`config.mk`:
```
export PLATFORM = sky130hd
export DESIGN_NAME = cv32e40p_alu_fault_manager_ft
export DESIGN_NICKNAME = d
export VERILOG_FILES = /design/src/rtl/cv32e40p_alu_fault_manager_ft.sv
export SDC_FILE = /design/constraint.sdc
export NUM_CORES = 1
export LEC_CHECK = 0
export CAP_MARGIN = 25
export CORE_ASPECT_RATIO = 0.5
export CORE_UTILIZATION = 51
export CTS_BUF_LIST = sky130_fd_sc_hd__clkbuf_4
export CTS_CLUSTER_SIZE = 40
export DETAILED_ROUTE_END_ITERATION = 10
export PLACE_DENSITY = 0.89
export RECOVER_POWER = 25
export SETUP_SLACK_MARGIN = 0.05
export SLEW_MARGIN = 30
export SYNTH_ARGS = -nofsm -noshare
export SYNTH_HDL_FRONTEND = slang
export SYNTH_SLANG_ARGS = --single-unit
export TNS_END_PERCENT = 50
```
`constraint.sdc`:
```
create_clock -name clk -period 2.2 [get_ports clk]
set_input_delay 0.44 -clock clk [delete_from_list [all_inputs] [get_ports clk]]
set_output_delay 0.44 -clock clk [all_outputs]
set_load 0.02 [all_outputs]
```
`src/rtl/cv32e40p_alu_fault_manager_ft.sv`:
```
// rtl/cv32e40p_alu_fault_manager_ft.sv - TMR ALU fault tracking with spare-replica swap (optional decay: FT_ALU_ERR_DECAY_EN)
module cv32e40p_alu_fault_manager_ft #(
    parameter int ERR_THRESHOLD = 4,
    parameter int DECAY_OPS     = 64
) (
    input  logic        clk,
    input  logic        rst_n,
    input  logic        enable_i,
    input  logic        ex_ready_i,
    input  logic [3:0]  error_detected_i,
    input  logic        clear_i,
    output logic [2:0]  sel_mux_ex_o,
    output logic [3:0]  clock_en_o,
    output logic [3:0]  permanent_faulty_alu_o,
    output logic [3:0]  perf_counter_permanent_faulty_alu_o,
    output logic        tmr_lost_o,
    output logic [15:0] err_count_o
);

    typedef enum logic [1:0] {
        HEALTHY = 2'd0,
        SUSPECT = 2'd1,
        FAULTY  = 2'd2
    } alu_state_e;

    alu_state_e state_q [4];
    alu_state_e state_d [4];
    logic [3:0] err_q   [4];
    logic [3:0] err_d   [4];
`ifdef FT_ALU_ERR_DECAY_EN
    logic [7:0] clean_q [4];
    logic [7:0] clean_d [4];
`endif

    logic [3:0] new_fault;
    logic [2:0] sel_q;
    logic [3:0] cen_q;
    logic [3:0] perf_q;
    logic       tmr_q;
    logic       pending_q;
    logic       armed_q;
    logic       spare_used_q;
    logic [2:0] swap_mask_q;
    logic [2:0] low_mask;
    logic       multi_fault;
    logic       spare_claimed;

    // Per-ALU next state: count errors/clean ops only on active, non-faulty replicas.
    always_comb begin
        for (int k = 0; k < 4; k++) begin
            state_d[k]   = state_q[k];
            err_d[k]     = err_q[k];
            new_fault[k] = 1'b0;
`ifdef FT_ALU_ERR_DECAY_EN
            clean_d[k]   = clean_q[k];
`endif
            if (enable_i && cen_q[k] && (state_q[k] != FAULTY)) begin
                if (error_detected_i[k]) begin
                    if (err_q[k] != 4'hF) begin
                        err_d[k] = err_q[k] + 4'd1;
                    end
`ifdef FT_ALU_ERR_DECAY_EN
                    clean_d[k] = 8'd0;
`endif
                    if (err_d[k] >= 4'(ERR_THRESHOLD)) begin
                        state_d[k]   = FAULTY;
                        new_fault[k] = 1'b1;
                    end else begin
                        state_d[k] = SUSPECT;
                    end
                end
`ifdef FT_ALU_ERR_DECAY_EN
                else if (clean_q[k] == 8'(DECAY_OPS - 1)) begin
                    clean_d[k] = 8'd0;
                    if (err_q[k] != 4'd0) begin
                        err_d[k] = err_q[k] - 4'd1;
                        if (err_q[k] == 4'd1) begin
                            state_d[k] = HEALTHY;
                        end
                    end
                end else begin
                    clean_d[k] = clean_q[k] + 8'd1;
                end
`endif
            end
        end
    end

    // Per-ALU state and counter registers; clear behaves exactly like reset.
    always_ff @(posedge clk) begin
        for (int k = 0; k < 4; k++) begin
            if (!rst_n || clear_i) begin
                state_q[k] <= HEALTHY;
                err_q[k]   <= 4'd0;
`ifdef FT_ALU_ERR_DECAY_EN
                clean_q[k] <= 8'd0;
`endif
            end else begin
                state_q[k] <= state_d[k];
                err_q[k]   <= err_d[k];
`ifdef FT_ALU_ERR_DECAY_EN
                clean_q[k] <= clean_d[k];
`endif
            end
        end
    end

    // Pick the lowest newly faulty primary ALU and note simultaneous primary faults.
    always_comb begin
        low_mask = 3'b000;
        if (new_fault[0]) begin
            low_mask = 3'b001;
        end else if (new_fault[1]) begin
            low_mask = 3'b010;
        end else if (new_fault[2]) begin
            low_mask = 3'b100;
        end
        multi_fault   = ((new_fault[2:0] & (new_fault[2:0] - 3'd1)) != 3'd0);
        spare_claimed = spare_used_q || pending_q || (state_q[3] == FAULTY);
    end

    // Swap sequencing: a pending swap arms on the first ex_ready cycle and lands one cycle later.
    always_ff @(posedge clk) begin
        if (!rst_n || clear_i) begin
            sel_q        <= 3'b111;
            cen_q        <= 4'b0111;
            perf_q       <= 4'b0000;
            tmr_q        <= 1'b0;
            pending_q    <= 1'b0;
            armed_q      <= 1'b0;
            spare_used_q <= 1'b0;
            swap_mask_q  <= 3'b000;
        end else begin
            perf_q <= new_fault;
            if (new_fault[2:0] != 3'b000) begin
                if (!spare_claimed) begin
                    pending_q   <= 1'b1;
                    armed_q     <= ex_ready_i;
                    swap_mask_q <= low_mask;
                    if (multi_fault) begin
                        tmr_q <= 1'b1;
                    end
                end else begin
                    tmr_q <= 1'b1;
                end
            end
            if (new_fault[3]) begin
                tmr_q <= 1'b1;
            end
            if (pending_q) begin
                if (armed_q) begin
                    sel_q        <= sel_q & ~swap_mask_q;
                    cen_q        <= (cen_q & ~{1'b0, swap_mask_q}) | 4'b1000;
                    spare_used_q <= 1'b1;
                    pending_q    <= 1'b0;
                    armed_q      <= 1'b0;
                end else if (ex_ready_i) begin
                    armed_q <= 1'b1;
                end
            end
        end
    end

    // Output mapping from registered state.
    always_comb begin
        for (int k = 0; k < 4; k++) begin
            permanent_faulty_alu_o[k] = (state_q[k] == FAULTY);
        end
    end

    assign sel_mux_ex_o                        = sel_q;
    assign clock_en_o                          = cen_q;
    assign perf_counter_permanent_faulty_alu_o = perf_q;
    assign tmr_lost_o                          = tmr_q;
    assign err_count_o                         = {err_q[3], err_q[2], err_q[1], err_q[0]};

endmodule
```
Word-level counts from Yosys, hierarchy flattened

Memory sizes are Yosys's and may differ from the RTL's.
Index checks and enable logic that the tools add are counted.

Flip-flop bits (word level): 18
RAM bits: 24
Bits of input ports: 9
Output and inout port bits: 32
Word-level logic and storage cells: 135
Memories kept: 2

Add/subtract/negate cells: 5
$lt $le $gt $ge: 4
Eq/ne operators: 12
Mux-type cells: 71
Bitwise gates (word level): 14
Reductions and logical operators: 19

Memories:

| name    | words | bits a word | rd ports | clocked after memory_dff | wr ports | RTL line | RTL |
|---|---|---|---|---|---|---|---|
| err_q   | 4     | 4           | 4        | 0                        | 4        | 28       | `logic [3:0] err_q [4];` |
| state_q | 4     | 2           | 4        | 0                        | 4        | 26       | `alu_state_e state_q [4];` |

Operators by type and width:

| operator              | number |
|---|---|
| $mux W4               | 24 |
| $mux W2               | 16 |
| $mux W1               | 28 |
| $add A4 B1 Y4 const B | 4 |
| $ge A4 B3 Y1 const B  | 4 |
| $ne A4 B4 Y1 const B  | 4 |
| $and A3 B3 Y3         | 3 |
| $mux W3               | 3 |
| $reduce_bool A3 Y1    | 3 |
| $eq A2 B2 Y1 const B  | 4 |
| $logic_and A1 B1 Y1   | 8 |
| $ne A2 B2 Y1 const B  | 4 |
| $or A1 B1 Y1          | 8 |
| $not A3 Y3            | 2 |
| $reduce_and A2 Y1     | 3 |
| $logic_or A1 B1 Y1    | 3 |
| $sub A3 B1 Y3 const B | 1 |
| $reduce_bool A2 Y1    | 1 |
| $logic_not A1 Y1      | 1 |
| $not A1 Y1            | 1 |

Longest topological paths before layout

Word-level depth: 15
Gate-level depth with buffers: 7
Depth with buffers taken out: 7

Least setup slack after synthesis

Ideal clock, no wire load.

Kind: reg-to-reg
From: mem err_q[1][0]
To: reg swap_mask_q[0]
Library setup time: 0.130 ns
Arrival time: 1.564 ns
Required time: 2.070 ns
Path slack: 0.506 ns
Stages on the path, launching flop included: 8
Buffers on the path: 0
Period minus slack after synthesis: 1.694 ns
Cells stage by stage: dfxtp_1 > ha_1 > and2_1 > a21oi_1 > o21ai_2 > a31o_1 > a21oi_1 > nor2_1

RTL lines:

| element                | RTL line | RTL |
|---|---|---|
| start: declaration     | 28       |  |
| end signal: assignment | 139      | `swap_mask_q <= low_mask;` |
| end: declaration       | 43       | `logic [2:0] swap_mask_q;` |

==> run_results.csv <==
group,metric,value,unit
die,die_w,86.4,um
layout,area_delta_synth_final,26.6,%
timing,timing.setup.tns,0,ns
layout,diodes,0,
place,dp.cells,288,
synthesis,syn-num-nets,216,
synthesis,synth_edf_count,0,
timing,fin_ws,0.169,ns
critical_path,crit_required,1.76,ns
drt,drt_wl_total,3820,um
synthesis,synth-async-reset-ratio,0,%
synthesis,synth_cells,203,
clock_network,tritoncts,"done",
layout,final_util,72.2,%
drt,drc_errors,0,
clock_network,cts-resized-gates,0,
place,routabilityCongestion,0.734,
die,core_area,3190,sq um
layout,layout-drive-gt1-share,11.8,%
power,pwr-share-seq,63.7,%
die,io_pins,41,
timing,worst_slew_pin_slew,0.660,ns
timing,drv_slew,0,
critical_path,arrival,1.59,ns
power,p_leak,0.862,nW
timing,period_share,92.3,%
power,total_power,1.18,mW
critical_path,crit_type,"reg -> out",
timing,max_freq,0.492,GHz
global_route,grt_pass1_vias,1455,
power,switching_power,0.281,mW
clock_network,cts-root-buf,"clkbuf_4",
layout,final_nets,260,
clock_network,clk_pin_slew,0.11,ns
power,pwr-share-comb,7.5,%
place,place_area,2270,sq um
power,powerDensity,514,nW/um^2
synthesis,yosys_warnings,0,
drt,vias_per_cell,5.32,
power,ir_drop,285,uV
synthesis,yosysUniqueCellTypes,43,
global_route,grt_max_degree,32,
drt,wl_met2,1770,um
timing,whs,0.457,ns
clock_network,htreeDepth,2,
drt,wl_met1,1800,um
layout,final_area,2300,sq um
worst_hold_path,min_from,"sel_mux_ex_o[0]$_SDFFE_PP1P_",
clock_network,clk-insertion-delay-late,0.34,ns
timing,relSlewSlack,56.0,%
run_status,status,"finished clean",
global_route,grt_usage,22.2,%
power,intPower,0.901,mW
critical_path,critPathMaxFanout,3,
layout,multi_input_area,935,sq um
drt,met3_length,203,um
place,post-place-ws,0.0698,ns
layout,final_cell_count_no_fill,294,
die,fp.dieH,44.2,um
synthesis,ys_ff_latch,41,
layout,ff_latch_area,821,sq um
synthesis,synth_area_leaders,"dfxtp_1 (45%), nor2_1 (5.6%), nand2_1 (4.7%)",
timing,setup_viol,0,
drt,detail_route.iter0.violations,86,
clock_network,holdBufCountCts,0,
critical_path,crit_path_start,"state_q[2][1]$_SDFFE_PP0P_",
timing,hold_viol_final,0,
layout,layout_commonest_cell,"dfxtp_1",
timing,fin_crit,2.03,ns
synthesis,syn_avg_cell_area,8.96,sq um
place,io_buffers,40,
clock_network,max-clock-path-buffers,2,
global_route,antenna_found_initial,0,
die,placementRows,14,
synthesis,synthFlopType,"dfxtp_1",
critical_path,rr_startpoint,"err_q[1][0]$_SDFFE_PP0P_",
drt,avgRoutedWirePerCell,13.0,um
clock_network,post_cts_buffers,0,
synthesis,synth_top_area_cell,"dfxtp_1",
critical_path,start_kind,"register",
drt,dr.pass1.iters,4,
global_route,grt_pass1_wl,6430,um
drt,drtAntennaViolNets,0,
drt,num_vias,1565,
layout,final_cell_mix,"dfxtp_1 (41), clkdlybuf4s50_1 (39), nor2_1 (27)",
die,initial_core_util,57.0,%
synthesis,mappedNetlistArea,1820,sq um
worst_hold_path,hold_path_class,"reg -> reg",
synthesis,synth_top_area_share,45.1,%
clock_network,cts-buffers-inserted,5,
synthesis,synth_seq_area_share,45.1,%
timing,fin_worst_skew,0.0101,ns
place,hpwl,2780,um
critical_path,end_kind,"primary output",
run,maxCapViolCount,0,
timing,rsz0062_at_grt,"no",
drt,top_layer,"met4",
clock_network,cts.sinks,41,
die,fp.dieArea,3820,sq um
global_route,grt_remaining_overflow,0,
layout,n_fill_cell,259,
power,p_sw_share,23.8,%
power,pwr-share-clk,28.8,%
==> state kept, by name, indices dropped and copies added, names as in the netlist, named ones only <==
name and cells:
pending_q 1, sel_mux_ex_o 3, swap_mask_q 3, clock_en_o 4
state_q 8, err_q 16, tmr_lost_o 1, perf_counter_permanent_faulty_alu_o 4
==> routing by layer <==
metal	up-vias	GRT usage (%)
li1	799	-
met1	726	27.7
met2	36	37.1
met3	4	5.97
met4	0	10.0
met5	-	0
==> critical path: stages (launching register included) <==
cell,delay (ns)
dfxtp_1,0.34
nor2b_1,0.26
clkdlybuf4s50_1,0.66
==> area by class of cell <==
cell class | instances | area share, %
Tap cell | 48 | 2.61
Inverter | 5 | 0.816
Timing Repair Buffer | 44 | 18.4
Clock inverter | 1 | 0.218
Sequential cell | 41 | 35.7
Clock buffer | 5 | 1.63
Multi-Input combinational cell | 150 | 40.6
==> power groups by stage <==
stage / clock, mW / sequential, mW / combinational [mW]
finish: 0.340 / 0.753 / 0.0887
detailed placement: 0 / 0.770 / 0.0908
CTS: 0.345 / 0.753 / 0.0913
global route: 0.381 / 0.755 / 0.0949
floorplan: 0 / 0.772 / 0.0492
global placement: 0 / 0.770 / 0.0885
==> Yosys cell counts, types with 2 or more instances <==
library cell / count
and2_1: 2
mux2i_1: 4
ha_1: 4
nor2_2: 2
nor2_1: 27
nand3_1: 6
a21oi_1: 17
nand3_2: 2
o211ai_1: 2
and4b_1: 2
or2_1: 2
a31oi_2: 3
or3_4: 2
nand2_1: 23
nand4_1: 3
o21ai_1: 3
dfxtp_1: 41
o211a_1: 3
nor3_1: 12
inv_1: 5
a21oi_2: 4
clkbuf_1: 4
nor2b_1: 3
xnor2_1: 4
o21ai_4: 2
a211oi_1: 4
==> worst paths after layout <==
kind	end	slack [ns]	cells past startpoint
worst max-delay path	permanent_faulty_alu_o[2]	0.17	2
worst min-delay path	sel_mux_ex_o[0]$_SDFFE_PP1P_	0.46	2
worst max register to register	swap_mask_q[0]$_SDFFE_PP0P_	0.40	7
worst min register to register	sel_mux_ex_o[0]$_SDFFE_PP1P_	0.46	2
==> cells by family (layout without fill, tap and decap cells) <==
group,after synthesis,after routing,share of synthesized area [%]
muxes,4,4,2.20
DFF,41,41,45.1
adders and majority gates,4,4,2.75
and+or+nand+nor,93,93,26.3
AOI/OAI and AO/OA,45,45,18.5
buffers and inverters,12,55,3.17
xor gates and xnor gates,4,4,1.93
No activity file was read; power rests on OpenSTA's default activity.
